--- src/rtl/psram_seq_pkg.sv ---
// Shared types and constants for the PSRAM access sequencer: FSM states,
// power-up opcodes and the default QPI read/write command set.
package psram_seq_pkg;

  typedef enum logic [2:0] {
    ST_POR,
    ST_INIT_RSTEN,
    ST_INIT_RST,
    ST_INIT_QPI,
    ST_IDLE,
    ST_XFER,
    ST_DRAIN
  } seq_state_e;

  localparam logic [7:0] CMD_RSTEN   = 8'h66;
  localparam logic [7:0] CMD_RST     = 8'h99;
  localparam logic [7:0] CMD_QPI     = 8'h35;
  localparam logic [7:0] DEF_RD_CMD  = 8'hEB;
  localparam logic [7:0] DEF_WR_CMD  = 8'h38;
  localparam logic [3:0] DEF_RD_WAIT = 4'd6;

  function automatic logic [7:0] init_opcode(input logic [1:0] idx);
    case (idx)
      2'd0:    init_opcode = CMD_RSTEN;
      2'd1:    init_opcode = CMD_RST;
      default: init_opcode = CMD_QPI;
    endcase
  endfunction

endpackage

--- src/rtl/psram_rr_arb.sv ---
// Two-way round-robin arbiter: on contention the port not granted last wins;
// the history pointer moves only when a grant is actually taken.
module psram_rr_arb (
  input  logic       clk,
  input  logic       rst_n,
  input  logic [1:0] req,
  input  logic       advance,
  output logic [1:0] gnt
);

  logic last_q;
  logic last_d;

  always_comb begin
    gnt    = req;
    last_d = last_q;
    if (req == 2'b11) gnt = last_q ? 2'b01 : 2'b10;
    if (advance && (|req)) last_d = gnt[1];
  end

  // Reset value marks port 1 as last served so port 0 wins the first tie.
  always_ff @(posedge clk or negedge rst_n) begin
    if (!rst_n) last_q <= 1'b1;
    else        last_q <= last_d;
  end

endmodule

--- src/rtl/psram_access_sequencer.sv ---
// PSRAM front-end: replays the reset-enable/reset/enter-QPI sequence after reset,
// then serves two requesters round-robin with one QPI read or write per grant.
module psram_access_sequencer
  import psram_seq_pkg::*;
#(
  parameter int         POR_CYCLES = 16,
  parameter logic [3:0] RD_WAIT    = DEF_RD_WAIT,
  parameter logic [7:0] RD_CMD     = DEF_RD_CMD,
  parameter logic [7:0] WR_CMD     = DEF_WR_CMD
) (
  input  logic        clk,
  input  logic        rst_n,
  input  logic [1:0]  rq_valid,
  input  logic [1:0]  rq_we,
  input  logic [47:0] rq_addr,
  input  logic [63:0] rq_wdata,
  input  logic [5:0]  rq_size,
  output logic [1:0]  rq_ready,
  output logic [31:0] rq_rdata,
  output logic        init_done,
  output logic        ctl_start,
  input  logic        ctl_done,
  output logic [23:0] ctl_addr,
  output logic [31:0] ctl_wdata,
  input  logic [31:0] ctl_rdata,
  output logic [2:0]  ctl_size,
  output logic [7:0]  ctl_cmd,
  output logic [3:0]  ctl_wait_states,
  output logic        ctl_rd_wr,
  output logic        ctl_qpi,
  output logic        ctl_qspi,
  output logic        ctl_short_cmd
);

  localparam int CNT_W = $clog2(POR_CYCLES + 1);
  localparam logic [CNT_W-1:0] POR_LAST = CNT_W'(POR_CYCLES - 1);

  function automatic logic [2:0] coerce_size(input logic [2:0] s);
    coerce_size = ((s == 3'd0) || (s > 3'd4)) ? 3'd4 : s;
  endfunction

  seq_state_e       state_q, state_d;
  logic [CNT_W-1:0] por_cnt_q, por_cnt_d;
  logic [1:0]       init_idx_q, init_idx_d;
  logic             done_q;
  logic             done_rise;
  logic             gnt_q, gnt_d;
  logic             we_q, we_d;
  logic             init_done_q, init_done_d;
  logic [1:0]       rq_ready_q, rq_ready_d;
  logic [31:0]      rq_rdata_q, rq_rdata_d;
  logic             ctl_start_q, ctl_start_d;
  logic [23:0]      ctl_addr_q, ctl_addr_d;
  logic [31:0]      ctl_wdata_q, ctl_wdata_d;
  logic [2:0]       ctl_size_q, ctl_size_d;
  logic [7:0]       ctl_cmd_q, ctl_cmd_d;
  logic [3:0]       ctl_wait_q, ctl_wait_d;
  logic             ctl_rd_wr_q, ctl_rd_wr_d;
  logic             ctl_qpi_q, ctl_qpi_d;
  logic             ctl_short_q, ctl_short_d;

  logic [1:0]       arb_gnt;
  logic             launch_init;
  logic             launch_xfer;
  logic             sel;

  assign done_rise = ctl_done & ~done_q;

  psram_rr_arb u_arb (
    .clk     (clk),
    .rst_n   (rst_n),
    .req     (rq_valid),
    .advance (launch_xfer),
    .gnt     (arb_gnt)
  );

  always_comb begin
    state_d     = state_q;
    por_cnt_d   = por_cnt_q;
    init_idx_d  = init_idx_q;
    gnt_d       = gnt_q;
    we_d        = we_q;
    init_done_d = init_done_q;
    rq_ready_d  = 2'b00;
    rq_rdata_d  = rq_rdata_q;
    ctl_start_d = 1'b0;
    ctl_addr_d  = ctl_addr_q;
    ctl_wdata_d = ctl_wdata_q;
    ctl_size_d  = ctl_size_q;
    ctl_cmd_d   = ctl_cmd_q;
    ctl_wait_d  = ctl_wait_q;
    ctl_rd_wr_d = ctl_rd_wr_q;
    ctl_qpi_d   = ctl_qpi_q;
    ctl_short_d = ctl_short_q;
    launch_init = 1'b0;
    launch_xfer = 1'b0;
    sel         = 1'b0;

    case (state_q)
      ST_POR: begin
        if (por_cnt_q == POR_LAST) begin
          state_d     = ST_INIT_RSTEN;
          init_idx_d  = 2'd0;
          launch_init = 1'b1;
        end else begin
          por_cnt_d = por_cnt_q + 1'b1;
        end
      end
      ST_INIT_RSTEN, ST_INIT_RST, ST_INIT_QPI: begin
        if (done_rise) state_d = ST_DRAIN;
      end
      ST_IDLE: begin
        if (|arb_gnt) begin
          state_d     = ST_XFER;
          launch_xfer = 1'b1;
        end
      end
      ST_XFER: begin
        if (done_rise) begin
          rq_ready_d = gnt_q ? 2'b10 : 2'b01;
          if (!we_q) rq_rdata_d = ctl_rdata;
          state_d = ST_DRAIN;
        end
      end
      ST_DRAIN: begin
        // The engine must be back at idle (done low) before anything new starts.
        if (!ctl_done) begin
          if (init_done_q) begin
            state_d = ST_IDLE;
          end else if (init_idx_q == 2'd2) begin
            state_d     = ST_IDLE;
            init_done_d = 1'b1;
            ctl_qpi_d   = 1'b1;
            ctl_short_d = 1'b0;
          end else begin
            init_idx_d  = init_idx_q + 2'd1;
            state_d     = (init_idx_q == 2'd0) ? ST_INIT_RST : ST_INIT_QPI;
            launch_init = 1'b1;
          end
        end
      end
      default: state_d = ST_POR;
    endcase

    if (launch_init) begin
      ctl_start_d = 1'b1;
      ctl_cmd_d   = init_opcode(init_idx_d);
      ctl_short_d = 1'b1;
      ctl_qpi_d   = 1'b0;
      ctl_rd_wr_d = 1'b0;
      ctl_wait_d  = 4'd0;
      ctl_addr_d  = '0;
      ctl_wdata_d = '0;
      ctl_size_d  = '0;
    end

    if (launch_xfer) begin
      sel         = arb_gnt[1];
      gnt_d       = sel;
      we_d        = rq_we[sel];
      ctl_start_d = 1'b1;
      ctl_addr_d  = sel ? rq_addr[47:24] : rq_addr[23:0];
      ctl_wdata_d = sel ? rq_wdata[63:32] : rq_wdata[31:0];
      ctl_size_d  = coerce_size(sel ? rq_size[5:3] : rq_size[2:0]);
      ctl_cmd_d   = rq_we[sel] ? WR_CMD : RD_CMD;
      ctl_rd_wr_d = ~rq_we[sel];
      ctl_wait_d  = rq_we[sel] ? 4'd0 : RD_WAIT;
    end
  end

  always_ff @(posedge clk or negedge rst_n) begin
    if (!rst_n) begin
      state_q     <= ST_POR;
      por_cnt_q   <= '0;
      init_idx_q  <= 2'd0;
      done_q      <= 1'b0;
      gnt_q       <= 1'b0;
      we_q        <= 1'b0;
      init_done_q <= 1'b0;
      rq_ready_q  <= 2'b00;
      rq_rdata_q  <= '0;
      ctl_start_q <= 1'b0;
      ctl_addr_q  <= '0;
      ctl_wdata_q <= '0;
      ctl_size_q  <= '0;
      ctl_cmd_q   <= '0;
      ctl_wait_q  <= '0;
      ctl_rd_wr_q <= 1'b0;
      ctl_qpi_q   <= 1'b0;
      ctl_short_q <= 1'b0;
    end else begin
      state_q     <= state_d;
      por_cnt_q   <= por_cnt_d;
      init_idx_q  <= init_idx_d;
      done_q      <= ctl_done;
      gnt_q       <= gnt_d;
      we_q        <= we_d;
      init_done_q <= init_done_d;
      rq_ready_q  <= rq_ready_d;
      rq_rdata_q  <= rq_rdata_d;
      ctl_start_q <= ctl_start_d;
      ctl_addr_q  <= ctl_addr_d;
      ctl_wdata_q <= ctl_wdata_d;
      ctl_size_q  <= ctl_size_d;
      ctl_cmd_q   <= ctl_cmd_d;
      ctl_wait_q  <= ctl_wait_d;
      ctl_rd_wr_q <= ctl_rd_wr_d;
      ctl_qpi_q   <= ctl_qpi_d;
      ctl_short_q <= ctl_short_d;
    end
  end

  assign rq_ready        = rq_ready_q;
  assign rq_rdata        = rq_rdata_q;
  assign init_done       = init_done_q;
  assign ctl_start       = ctl_start_q;
  assign ctl_addr        = ctl_addr_q;
  assign ctl_wdata       = ctl_wdata_q;
  assign ctl_size        = ctl_size_q;
  assign ctl_cmd         = ctl_cmd_q;
  assign ctl_wait_states = ctl_wait_q;
  assign ctl_rd_wr       = ctl_rd_wr_q;
  assign ctl_qpi         = ctl_qpi_q;
  assign ctl_qspi        = 1'b0;
  assign ctl_short_cmd   = ctl_short_q;

endmodule
--- config.mk ---
export PLATFORM = sky130hd
export DESIGN_NAME = psram_access_sequencer
export DESIGN_NICKNAME = d
export VERILOG_FILES = /design/src/rtl/psram_seq_pkg.sv /design/src/rtl/psram_rr_arb.sv /design/src/rtl/psram_access_sequencer.sv
export SDC_FILE = /design/constraint.sdc
export NUM_CORES = 1
export LEC_CHECK = 0
export CAP_MARGIN = 20
export CELL_PAD_IN_SITES_DETAIL_PLACEMENT = 0
export CELL_PAD_IN_SITES_GLOBAL_PLACEMENT = 1
export CORE_ASPECT_RATIO = 1.75
export CORE_MARGIN = 10
export CORE_UTILIZATION = 34
export CTS_BUF_LIST = sky130_fd_sc_hd__clkbuf_2 sky130_fd_sc_hd__clkbuf_4 sky130_fd_sc_hd__clkbuf_8
export DETAILED_ROUTE_END_ITERATION = 8
export GPL_ROUTABILITY_DRIVEN = 1
export PLACE_DENSITY_LB_ADDON = 0.1
export SYNTH_ARGS = -nofsm -noshare
export SYNTH_HDL_FRONTEND = slang
export SYNTH_SLANG_ARGS = --single-unit
--- constraint.sdc ---
create_clock -name clk -period 5.6 [get_ports clk]
set_clock_uncertainty 0.05 [all_clocks]
set_input_delay 1.12 -clock clk [delete_from_list [all_inputs] [get_ports clk]]
set_output_delay 1.12 -clock clk [all_outputs]
set_load 0.01 [all_outputs]
======== After elaboration in Yosys (flattened, before gate mapping) ========
Cells that the tools add are included.
operators by class
  add/subtract/negate cells ............... 2
  equality and inequality tests ........... 16
  mux-type cells .......................... 60
  reduce and logical (&&, ||, !) cells .... 17
  bitwise logic cells ..................... 6
  magnitude comparators ................... 2
operators by type and width
  kind                                                                      count
  32-bit 2-to-1 mux                                                         3
  24-bit 2-to-1 mux                                                         3
  3-bit 2-to-1 mux                                                          11
  1-bit 2-to-1 mux                                                          25
  8-bit 2-to-1 mux                                                          3
  2-bit 2-to-1 mux                                                          9
  8-bit case mux with 2 select lines                                        1
  3-bit case mux with 4 select lines                                        1
  3-bit equality test (second input constant)                               3
  4-bit 2-to-1 mux                                                          2
  4-bit AND reduction                                                       2
  3-bit by 2-bit equality test with 1-bit output (second input constant)    2
  3-bit logical NOT                                                         2
  2-bit by 1-bit inequality test with 1-bit output (second input constant)  3
  2-bit inequality test (second input constant)                             3
  2-bit nonzero test                                                        3
  5-bit by 1-bit adder with 5-bit output (second input constant)            1
  5-bit by 4-bit equality test with 1-bit output (second input constant)    1
  1-bit NOT                                                                 5
  2-bit equality test (second input constant)                               2
  2-bit logical NOT                                                         2
  2-bit case mux with 2 select lines                                        1
  2-bit AND reduction                                                       2
  2-bit OR reduction                                                        2
  11 further kinds                                                          11
word-level totals
  word-level logic and storage cells ...... 122
  input bits .............................. 157
  register bits ........................... 124
  output and inout port bits .............. 111

======== Longest topological paths before layout ========
Gate-level depths: netlist (run 1).
  depth in word-level cells ............... 9
  mapped depth ............................ 9
  mapped depth without buffers ............ 8

======== Hierarchy ========
A second synthesis (run 1) with hierarchy kept.
unflattened totals
  cells, all modules ...................... 399
  area total of the unflattened synthesis .. 5351.4 µm²
by module, submodules not included
  module                  area each (µm²)  sequential area each (µm²)  instances  cells each
  psram_access_sequencer  5295.1           2952.8                      1          393
  psram_rr_arb            56.3             26.3                        1          6

======== Worst setup path after synthesis (run 1) ========
Ideal clock, no wire load.
  path type ............................... input -> register
  from .................................... in rq_valid[1]
  to ...................................... reg ctl_size_q[0], in the netlist ctl_size[0]
  stages .................................. 8
  setup time .............................. 0.064 ns
  path buffers ............................ 3
  slack ................................... 2.884 ns
  arrival time ............................ 2.602 ns
  data required time ...................... 5.486 ns
  cells stage by stage .................... a21boi_1 > buf_2 > buf_4 > buf_2 > mux2i_1 > ha_1 > nor3_1 > a21o_1
on the way
  longest elaborated chain between the ends .. 7
  elaborated cells on any way between the ends .. 12
  those cells by class .................... order compare (1); eq/ne (1); mux (6); reduce/logical (4)
RTL lines
  what                                                                       line                           source
  start, declared                                                            psram_access_sequencer.sv:13   input logic [1:0] rq_valid,
  2-bit equality test                                                        psram_rr_arb.sv:17             if (req == 2'b11) gnt = last_q ? 2'b01 : 2'b10;
  2-bit 2-to-1 mux (*)                                                       psram_rr_arb.sv:17
  3-bit 2-to-1 mux                                                           psram_access_sequencer.sv:164  ctl_size_d = coerce_size(sel ? rq_size[5:3] : rq_size[2:0]);
  3-bit greater-than comparator / 3-bit logical NOT (equally long branches)  psram_access_sequencer.sv:39   coerce_size = ((s == 3'd0) || (s > 3'd4)) ? 3'd4 : s;
  1-bit logical OR                                                           psram_access_sequencer.sv:39
  3-bit 2-to-1 mux                                                           psram_access_sequencer.sv:39
  3-bit 2-to-1 mux                                                           psram_access_sequencer.sv:157  if (launch_xfer) begin
  end signal, assigned                                                       psram_access_sequencer.sv:204  ctl_size_q <= ctl_size_d;
  end, declared                                                              psram_access_sequencer.sv:55   logic [2:0] ctl_size_q, ctl_size_d;
Every way passes the cells marked *; elsewhere a longest branch is shown, timed or not.
A chain may end at the register's enable or synchronous reset.

======== Worst setup path in the final report (run 1) ========
  from .................................... in ctl_done
  to ...................................... reg ctl_addr_q[9], in the netlist ctl_addr[9]
on the way
  longest elaborated chain between the ends .. 3
RTL lines
  what                                line                           source
  start, declared                     psram_access_sequencer.sv:22   input logic ctl_done,
  1-bit 2-to-1 mux                    psram_access_sequencer.sv:127  if (!ctl_done) begin
  1-bit case mux with 2 select lines  psram_access_sequencer.sv:99   case (state_q)
  2-bit nonzero test (no line)        n/a
  end signal, assigned                psram_access_sequencer.sv:202  ctl_addr_q <= ctl_addr_d;
  end, declared                       psram_access_sequencer.sv:53   logic [23:0] ctl_addr_q, ctl_addr_d;
No other way between the ends.

==> reports/results.md, run 1 <==
- outcome: completed
- critical path's largest stage delay: 690 ps
- initial antenna violation count: 0
- count of vias placed by the detailed router: 4272
- sw frac: 34.56%
- Chip Height: 184.8 µm
- critical path class: input pin to register
- switching power summed over all nets: 1.476 mW
- post-synth design cell area: 5276 µm²
- maximum number of pins on one net before global-route repair: 74
- Die Area: 21100 µm²
- via count of the first global-routing pass: 4738
- cell with the most instances after synthesis: sky130_fd_sc_hd__dfrtp_1
- Post-synth EDFFs: 0
- Worst-path clk slew: 70 ps
- static leakage power: 3.637 nW
- cell type of the slowest stage on the worst timing path: sky130_fd_sc_hd__and2_2
- number of gates resized after cts: 0
- maximum vdd drop: 0.2461 mV
- synthesized-area fraction occupied by xor and xnor cells: 0.4980%
- f_max: 326.7 MHz
- proportion of synthesized chip area in sequential cells: 56.46%
- Critical Path Sink Type: register
- Clock Tree Buf Depth: 2
- average wire length per cell after detail routing: 20.86 µm
- most instantiated cells after synthesis: 118 x sky130_fd_sc_hd__dfrtp_1, 61 x sky130_fd_sc_hd__mux2i_1, 57 x sky130_fd_sc_hd__o2bb2ai_1
- CTS sink count: 119
- ratio of routed vias to standard cells: 4.985
- part of the power in combinational logic: 45.3%
- chain of cells forming the critical path: clkdlybuf4s50_1, nor3_1, a21oi_2, and2_2, buf_4, o2bb2ai_1
- first drt pass iteration count: 4
- Clk network pwr share: 19.5%
- Yosys top cell area share: 55.96%
- clock latency reported for the late side of the worst-skew pair: 430 ps
- Final Routed Wirelength: 17880 µm
- slew of the pin with the lowest slew margin: 935.1 ps
- worst path bufs/invs: 2
- setup TNS after final layout: 0 ps
- depth of the CTS H-tree: 4
- core region area: 15310 µm²
- Worst path top cell family by delay: buffers and inverters
- crit path launch type: input pin
- worst-case headroom to the max-slew limit: 37.66%
- number of ports placed on the die boundary: 268
- total track usage: 16.52%
- post-synthesis cell type count: 49
- max-capacitance violation count: 0
- library cell occupying the most area in the post-synthesis netlist: sky130_fd_sc_hd__dfrtp_1
- cell-internal power: 2.794 mW
- number of buffers inserted by hold repair at cts: 0
- post-layout minimum cycle time: 3061 ps
- # DRC: 0
- final-stage net count: 820
- grt ovf: 0
- clock tree from TritonCTS: yes
- endpoints failing hold: 0
- Post-Layout Cell Count: 857
- adder-cell area share of the yosys netlist: 1.186%
- relative area change from synthesis to final layout: 60.07%
- startpoint of the lowest-slack register-to-register path: por_cnt_q[0]
- startpoint of the lowest-slack hold path: gnt_q
- final worst-path cycle share: 54.67%
- total chip power: 4.270 mW
- share of flip-flops with an asynchronous set or reset: 100.0%
- synthesized-area fraction occupied by and/or/nand/nor cells: 5.098%
- buffer cell driving the clock tree root: sky130_fd_sc_hd__clkbuf_8
- fraction of layout instances using a drive strength above 1: 11.48%
- number of filler instances in the final layout: 1351
- residual antenna-violating net count after detailed routing: 0
- multiplexer fraction of the synthesized cell area: 18.62%
- dominant combinational cell family by area after synthesis: multiplexers
- Slew Viols, Final: 0
- I/O Buffers: 264
- die outline width: 114.2 µm
- Final Setup Violations: 0
- most area-consuming cells after synthesis: sky130_fd_sc_hd__dfrtp_1 56%, sky130_fd_sc_hd__mux2i_1 12%, sky130_fd_sc_hd__o2bb2ai_1 9.5%
- number of standard cells after synthesis: 399
- count of state elements after synthesis: 119
- mean post-synth cell area: 13.22 µm²
- most used flip-flop cell after synthesis: sky130_fd_sc_hd__dfrtp_1
- number of setup buffers added after CTS: 0
- Antenna diodes: 0
- number of core rows: 60
- start point of the critical path: ctl_done
- unrepaired setup endpoints after global routing: false
- data arrival time of the critical path: 3350 ps
- first-pass GRT wire length: 27330 µm
- total power divided by cell area: 505.6 nW/µm²
- crit path max fanout: 38
- HPWL after detailed placement: 13940 µm
- synthesized-area fraction occupied by ao, oa, aoi and oai cells: 13.64%
- class of the tightest hold or removal check: register to register
- routability-driven placement congestion ratio: 0.7796
- number of buffers added by the clock tree synthesis step: 17
- yosys synthesis warning count: 0
- sequential share of power: 35.2%
- minimum setup slack among reg-to-reg paths: 2660 ps
- violation count after the first detailed-route iteration: 139
- Critical Path RT: 5890 ps
- DP Cell Count: 825
- initial core utilization: 34.45%
==> routing by layer <==
layer  up-vias  share of wire, %  GRT usage, %
met1      2102                37         17.55
met4         0               1.0         4.680
li1       1983                 -             -
met5         -                 0             0
met3        13                10         7.677
met2       174                52         28.46
==> power groups by stage <==
stage / sequential, mW / clock [mW] / combinational (mW)
finish: 1.50 / 0.831 / 1.94
global route: 1.56 / 0.890 / 2.10
CTS: 1.51 / 0.860 / 1.99
detailed placement: 1.52 / 0 / 1.98
global placement: 1.51 / 0 / 1.94
floorplan: 1.62 / 0 / 0.811
==> cell families after synthesis <==
group	Yosys count
flip-flops	119
multiplexers	94
AO/OA/AOI/OAI	88
AND/OR/NAND/NOR	48
buffers and inverters	41
adder cells (fa/ha/maj)	5
XOR/XNOR	3
other	1
==> sequential cells by signal (all words and copies together) (netlist names), 2 cells and up <==
signal,flops
ctl_wdata,32
rq_rdata,32
ctl_addr,24
ctl_cmd,7
por_cnt_q,5
ctl_size,3
state_q,3
init_idx_q,2
rq_ready,2
==> through the flow <==
| stage | worst slack [ps] | cell area [µm²] | hold slack, ps | util [%] |
|---|---|---|---|---|
| after floorplan | 2884 | 5284 | 352.1 | - |
| final | 2539 | 8446 | 377.7 | 55.15 |
| after CTS | 2557 | 8446 | 385.1 | 55.15 |
| after global placement | 2177 | 8025 | 372.9 | 52.40 |
| after detailed placement | 2076 | 8025 | 372.5 | 52.40 |
| after global routing | 2360 | 8446 | 407.2 | 55.15 |
==> path summary, 6_finish.rpt <==
| path | endpoint | cells after the start |
|---|---|---|
| setup / recovery | ctl_addr[9] | 6 |
| hold / removal | rq_ready[0] | 1 |
| setup reg to reg | ctl_addr[9] | 8 |
| hold reg to reg | rq_ready[0] | 1 |
| max in group asynchronous | ctl_wdata[25] | 2 |
| min in group asynchronous | ctl_wdata[20] | 1 |
==> cell type report <==
class / instances / area [µm²] / area share [%]
clock buffer: 19 / 249.0 / 2.948
tap: 186 / 232.7 / 2.756
inverter: 9 / 33.78 / 0.4000
timing repair buffer: 270 / 2685 / 31.79
sequential: 119 / 2979 / 35.27
clock inverter: 13 / 171.4 / 2.030
multi-input combinational: 241 / 2095 / 24.80
==> placed cells by master (no fill, tap or decap), types with 3 or more instances in the layout <==
master / count
sky130_fd_sc_hd__clkdlybuf4s50_1: 263
sky130_fd_sc_hd__dfrtp_1: 118
sky130_fd_sc_hd__a21oi_1: 8
sky130_fd_sc_hd__nor3_1: 5
sky130_fd_sc_hd__inv_1: 8
sky130_fd_sc_hd__ha_1: 5
sky130_fd_sc_hd__o2bb2ai_1: 57
sky130_fd_sc_hd__mux2_2: 22
sky130_fd_sc_hd__nand3_1: 3
sky130_fd_sc_hd__clkinv_4: 4
sky130_fd_sc_hd__buf_4: 7
sky130_fd_sc_hd__o21ai_0: 3
sky130_fd_sc_hd__conb_1: 3
sky130_fd_sc_hd__nand2_1: 14
sky130_fd_sc_hd__a21o_1: 6
sky130_fd_sc_hd__mux2_1: 11
sky130_fd_sc_hd__mux2i_1: 61
sky130_fd_sc_hd__nor2_1: 8
sky130_fd_sc_hd__bufinv_16: 3
sky130_fd_sc_hd__inv_6: 3
sky130_fd_sc_hd__clkbuf_8: 17
(Power assumes the default switching activity.)
==> inputs of run 2 (changes only) <==
--- a/config.mk
+++ b/config.mk
@@ -10,7 +10,7 @@
 export CELL_PAD_IN_SITES_GLOBAL_PLACEMENT = 1
 export CORE_ASPECT_RATIO = 1.75
 export CORE_MARGIN = 10
-export CORE_UTILIZATION = 34
+export CORE_UTILIZATION = 28
 export CTS_BUF_LIST = sky130_fd_sc_hd__clkbuf_2 sky130_fd_sc_hd__clkbuf_4 sky130_fd_sc_hd__clkbuf_8
 export DETAILED_ROUTE_END_ITERATION = 8
 export GPL_ROUTABILITY_DRIVEN = 1
==> constraint.sdc (replaced) <==
create_clock -name clk -period 2.57 [get_ports clk]
set_clock_uncertainty 0.05 [all_clocks]
set_input_delay 0.514 -clock clk [delete_from_list [all_inputs] [get_ports clk]]
set_output_delay 0.514 -clock clk [all_outputs]
set_load 0.01 [all_outputs]
==> run 2 against run 1 <==
Via count grew 0.68%; sequential cell count did not move; highest routed layer unchanged; die area is 18% higher; total power is 120% higher; final cell count up 7.6%; cell area increased by 2.4%; non-clock buffer count is 12 higher; clock power rose by 100%; critical endpoint is now ctl_cmd[2]; first-iteration DRC count grew 0.72%.
==> reports/results.md, run 2 (same netlist as run 1, synthesis figures left out) <==
- outcome: completed
- number of buffers added by the clock tree synthesis step: 17
- number of core rows: 66
- chain of cells forming the critical path: ha_1, and3_1, ha_1, or4b_4, a211oi_2, o2111ai_2, and3_1
- met2 wire len: 9594 µm
- clock tree from TritonCTS: yes
- number of gates resized after cts: 0
- crit path max fanout: 4
- fraction of layout instances using a drive strength above 1: 13.03%
- most frequent standard cell in the layout excluding fill and tap cells: sky130_fd_sc_hd__clkdlybuf4s50_1
- relative area change from synthesis to final layout: 63.84%
- met1 wire length: 6503 µm
- number of filler instances in the final layout: 1750
- static leakage power: 3.728 nW
- first drt pass iteration count: 4
- number of ports placed on the die boundary: 268
- depth of the CTS H-tree: 4
- first-pass GRT wire length: 28260 µm
- violation count after the first detailed-route iteration: 140
- endpoints failing hold: 0
- class of the tightest hold or removal check: input pin to asynchronous set/reset pin
- Critical Path RT: 2860 ps
- residual antenna-violating net count after detailed routing: 0
- met3 WL post-DR: 1941 µm
- CTS sink count: 119
- average wire length per cell after detail routing: 20.02 µm
- Worst-path clk slew: 70 ps
- worst-case headroom to the max-slew limit: 57.87%
- Slew Viols, Final: 0
- unrepaired setup endpoints after global routing: false
- final worst-path cycle share: 90.73%
- max-capacitance violation count: 0
- number of setup buffers added after CTS: 0
- ratio of routed vias to standard cells: 4.665
- core region area: 18580 µm²
- critical path class: register to register
- I/O Buffers: 264
- Clock Tree Buf Depth: 2
- data arrival time of the critical path: 2620 ps
- commonest non-fill, non-tap cells in the layout: 263 x sky130_fd_sc_hd__clkdlybuf4s50_1, 118 x sky130_fd_sc_hd__dfrtp_1, 61 x sky130_fd_sc_hd__mux2i_1, 57 x sky130_fd_sc_hd__o2bb2ai_1, 22 x sky130_fd_sc_hd__mux2_2
- f_max: 428.9 MHz
- Final Setup Violations: 0
- post-layout minimum cycle time: 2332 ps
- post-route standard cell area excluding fillers: 8645 µm²
- initial antenna violation count: 1
- total power divided by cell area: 1074 nW/µm²
- clock latency reported for the late side of the worst-skew pair: 450 ps
- HPWL after detailed placement: 14380 µm
- count of vias placed by the detailed router: 4301
- buffer cell driving the clock tree root: sky130_fd_sc_hd__clkbuf_8
- initial core utilization: 28.40%
- # DRC: 0
- number of buffers inserted by hold repair at cts: 0
- uppermost layer routed: met4
- Die Area: 24950 µm²
- via count of the first global-routing pass: 4810
- routability-driven placement congestion ratio: 0.8267
- grt ovf: 0
- setup TNS after final layout: 0 ps
- Chip Height: 201.6 µm
- Critical Path Sink Type: register
- maximum vdd drop: 0.5105 mV
- total track usage: 14.86%
- Final Routed Wirelength: 18460 µm
- crit path launch type: register
- maximum number of pins on one net before global-route repair: 64
- final core utilization: 46.53%
- cell type of the slowest stage on the worst timing path: sky130_fd_sc_hd__or4b_4
- critical path's largest stage delay: 500 ps
- cell area after placement: 8255 µm²
- die outline width: 123.8 µm
- slew of the pin with the lowest slew margin: 632.0 ps
- final-stage net count: 832
-- run 2: final cells by class --
type                    instances  area [µm²]  share of cell area, %
diodes                          1       2.502                0.02895
clock buffers                  28       341.6                  3.951
clock inverters                 4       45.04                 0.5211
inverters                       9       33.78                 0.3908
multi-input cells             241        2095                  24.23
flip-flops and latches        119        2979                  34.46
well taps                     238       297.8                  3.445
repair buffers                282        2850                  32.97
-- run 2: layer usage --
layer	vias up	GRT usage, %
met1	2089	15.02
met4	0	6.015
met3	21	7.429
met2	181	25.04
li1	2010	-
met5	-	0
-- run 2: worst paths after layout --
path                                 to  cells past startpoint  slack (ps)         start
max                          ctl_cmd[2]                      7         240  por_cnt_q[0]
min                        rq_rdata[28]                      1           5         rst_n
max reg2reg                  ctl_cmd[2]                      7         240  por_cnt_q[0]
min reg2reg                 rq_ready[0]                      1         390         gnt_q
max in group asynchronous   ctl_addr[7]                      2        1700         rst_n
min in group clk            rq_ready[0]                      1         390         gnt_q
-- run 2: critical path: cells and delay by family, from the launching register on --
kind	cells	cell delay, ps
AO/OA/AOI/OAI	2	470
adder cells (fa/ha/maj)	2	410
flip-flops	1	400
AND/OR/NAND/NOR	3	890
-- run 2: through the flow --
| step | std cells | hold slack (ps) | total power, mW | setup WS [ps] |
|---|---|---|---|---|
| floorplan | 401 | 168.4 | 5.307 | 459.7 |
| global placement | 889 | 367.0 | 7.694 | 156.1 |
| detailed placement | 889 | 388.8 | 7.764 | 89.86 |
| CTS | 921 | 7.404 | 9.506 | 191.6 |
| global route | 922 | 14.69 | 9.960 | 61.70 |
| finish | 922 | 5.299 | 9.288 | 238.2 |
-- run 2: report_power, final --
group / internal, mW / switching, mW
Combinational: 2.47 / 1.89
Clock: 0.938 / 0.721
Sequential: 2.74 / 0.529
==> inputs of run 3 (changes only) <==
--- a/config.mk
+++ b/config.mk
@@ -11,9 +11,10 @@
 export CORE_ASPECT_RATIO = 1.75
 export CORE_MARGIN = 10
 export CORE_UTILIZATION = 28
-export CTS_BUF_LIST = sky130_fd_sc_hd__clkbuf_2 sky130_fd_sc_hd__clkbuf_4 sky130_fd_sc_hd__clkbuf_8
+export CTS_BUF_LIST = sky130_fd_sc_hd__clkbuf_2
 export DETAILED_ROUTE_END_ITERATION = 8
 export GPL_ROUTABILITY_DRIVEN = 1
+export GPL_TIMING_DRIVEN = 1
 export PLACE_DENSITY_LB_ADDON = 0.1
 export SYNTH_ARGS = -nofsm -noshare
 export SYNTH_HDL_FRONTEND = slang
==> run 3 against run 2 <==
Worst hold slack better by 270 ps; setup slack worse by 26 ps; wire length is 0.47% lower; maximum frequency is 1.1% lower; critical path type unchanged; largest cell class unchanged; non-clock buffer count is 1 higher.
==> reports/results.md, run 3 (same netlist as run 1, synthesis figures left out) <==
- Worst-path clk slew: 180 ps
- # DRC: 0
- via count of the first global-routing pass: 4797
- initial core utilization: 28.40%
- CTS sink count: 119
- worst slack, placed: 89.86 ps
- cell area after placement: 8255 µm²
- maximum vdd drop: 0.5833 mV
- max-capacitance violation count: 0
- data arrival time of the critical path: 2900 ps
- Final Setup Violations: 0
- commonest non-fill, non-tap cells in the layout: 263 x sky130_fd_sc_hd__clkdlybuf4s50_1, 118 x sky130_fd_sc_hd__dfrtp_1, 61 x sky130_fd_sc_hd__mux2i_1, 57 x sky130_fd_sc_hd__o2bb2ai_1, 24 x sky130_fd_sc_hd__clkbuf_2
- min setup slack post-route: 212.1 ps
- number of ports placed on the die boundary: 268
- HPWL after detailed placement: 14380 µm
- setup TNS after final layout: 0 ps
- endpoints failing hold: 0
- number of core rows: 66
- grt ovf: 0
- initial antenna violation count: 2
- Min Hold Slack: 275.2 ps
- violation count after the first detailed-route iteration: 135
- first-pass GRT wire length: 28190 µm
- post-route standard cell area excluding fillers: 8451 µm²
- number of setup buffers added after CTS: 0
- residual antenna-violating net count after detailed routing: 0
- f_max: 424.1 MHz
- I/O Buffers: 264
- core region area: 18580 µm²
- outcome: completed
- buffer cell driving the clock tree root: sky130_fd_sc_hd__clkbuf_2
- unrepaired setup endpoints after global routing: false
- total power divided by cell area: 1024 nW/µm²
- static leakage power: 3.655 nW
- clock tree from TritonCTS: yes
- fraction of layout instances using a drive strength above 1: 12.43%
- depth of the CTS H-tree: 4
- slew of the pin with the lowest slew margin: 630.9 ps
- Slew Viols, Final: 0
- count of vias placed by the detailed router: 4302
- Chip Height: 201.6 µm
- post-layout minimum cycle time: 2358 ps
- Final Routed Wirelength: 18380 µm
- Critical Path RT: 3110 ps
- Clock Tree Buf Depth: 2
- crit path launch type: register
- clock latency reported for the late side of the worst-skew pair: 700 ps
- average wire length per cell after detail routing: 19.89 µm
- class of the tightest hold or removal check: input pin to asynchronous set/reset pin
- Die Area: 24950 µm²
- first drt pass iteration count: 4
- most frequent standard cell in the layout excluding fill and tap cells: sky130_fd_sc_hd__clkdlybuf4s50_1
- final-stage net count: 833
- routability-driven placement congestion ratio: 0.8267
- Critical Path Sink Type: register
- die outline width: 123.8 µm
- number of buffers added by the clock tree synthesis step: 17
- relative area change from synthesis to final layout: 60.16%
- crit path max fanout: 4
- ratio of routed vias to standard cells: 4.656
- maximum number of pins on one net before global-route repair: 64
- total track usage: 14.78%
- worst-case headroom to the max-slew limit: 57.94%
- final worst-path cycle share: 91.75%
- critical path class: register to register
[run 3: changes by cell type in the layout (fill, tap and decap cells not counted)]
cell                            change
sky130_fd_sc_hd__clkbuf_8          -21
sky130_fd_sc_hd__dlygate4sd3_1      +1
sky130_fd_sc_hd__clkinv_1           +4
sky130_fd_sc_hd__clkbuf_4           -7
sky130_fd_sc_hd__diode_2            +1
sky130_fd_sc_hd__clkbuf_2          +24
[run 3: report_power, final]
part	total (mW)	internal, mW	switching, mW
clock	1.04	0.359	0.677
combinational	4.36	2.47	1.89
sequential	3.25	2.72	0.528
total	8.65	5.55	3.10
[run 3: final timing paths]
check | slack [ps] | cells past startpoint | to | startpoint
setup / recovery | 210 | 7 | ctl_cmd[2] | por_cnt_q[0]
hold / removal | 280 | 2 | rq_rdata[28] | rst_n
setup reg to reg | 210 | 7 | ctl_cmd[2] | por_cnt_q[0]
hold reg to reg | 400 | 1 | rq_ready[0] | gnt_q
max in group asynchronous | 1420 | 3 | ctl_addr[6] | rst_n
min in group clk | 330 | 2 | rq_rdata[7] | ctl_rdata[7]
[run 3: final cells by class]
class                   instances  area [µm²]
fillers                      1772       10130
clock inverters                 8       60.06
inverters                       9       33.78
multi-input cells             241        2095
flip-flops and latches        119        2979
diodes                          2       5.005
repair buffers                283        2860
clock buffers                  24       120.1
well taps                     238       297.8
[run 3: per-layer routing]
layer / share of wire (%) / global-route usage [%] / wire length, µm / vias up
li1: - / - / - / 2015
met1: 35 / 14.94 / 6494 / 2085
met2: 52 / 24.94 / 9565 / 180
met3: 11 / 7.345 / 1943 / 22
met4: 2.0 / 6.015 / 373 / 0
met5: 0 / 0 / 0 / -
[run 3: timing repair]
| action | in CTS | in global routing |
|---|---|---|
| hold endpoints to repair | 41 | 0 |
| gates resized for setup | 0 | 0 |
| hold buffers | 1 | 0 |
| setup endpoints to repair | 0 | 0 |
[run 3: critical path, stage by stage (launching register included)]
cell	delay (ps)
sky130_fd_sc_hd__dfrtp_1	440
sky130_fd_sc_hd__ha_1	180
sky130_fd_sc_hd__and3_1	170
sky130_fd_sc_hd__ha_1	220
sky130_fd_sc_hd__or4b_4	500
sky130_fd_sc_hd__a211oi_2	250
sky130_fd_sc_hd__o2111ai_2	220
sky130_fd_sc_hd__and3_1	220
[run 3: stage by stage]
stage,utilization [%],power (mW),cells
final,45.48,8.650,924
after global routing,45.48,9.316,924
after CTS,45.45,8.863,922
after detailed placement,44.43,7.764,889
after global placement,44.43,7.694,889
after floorplan,-,5.307,401
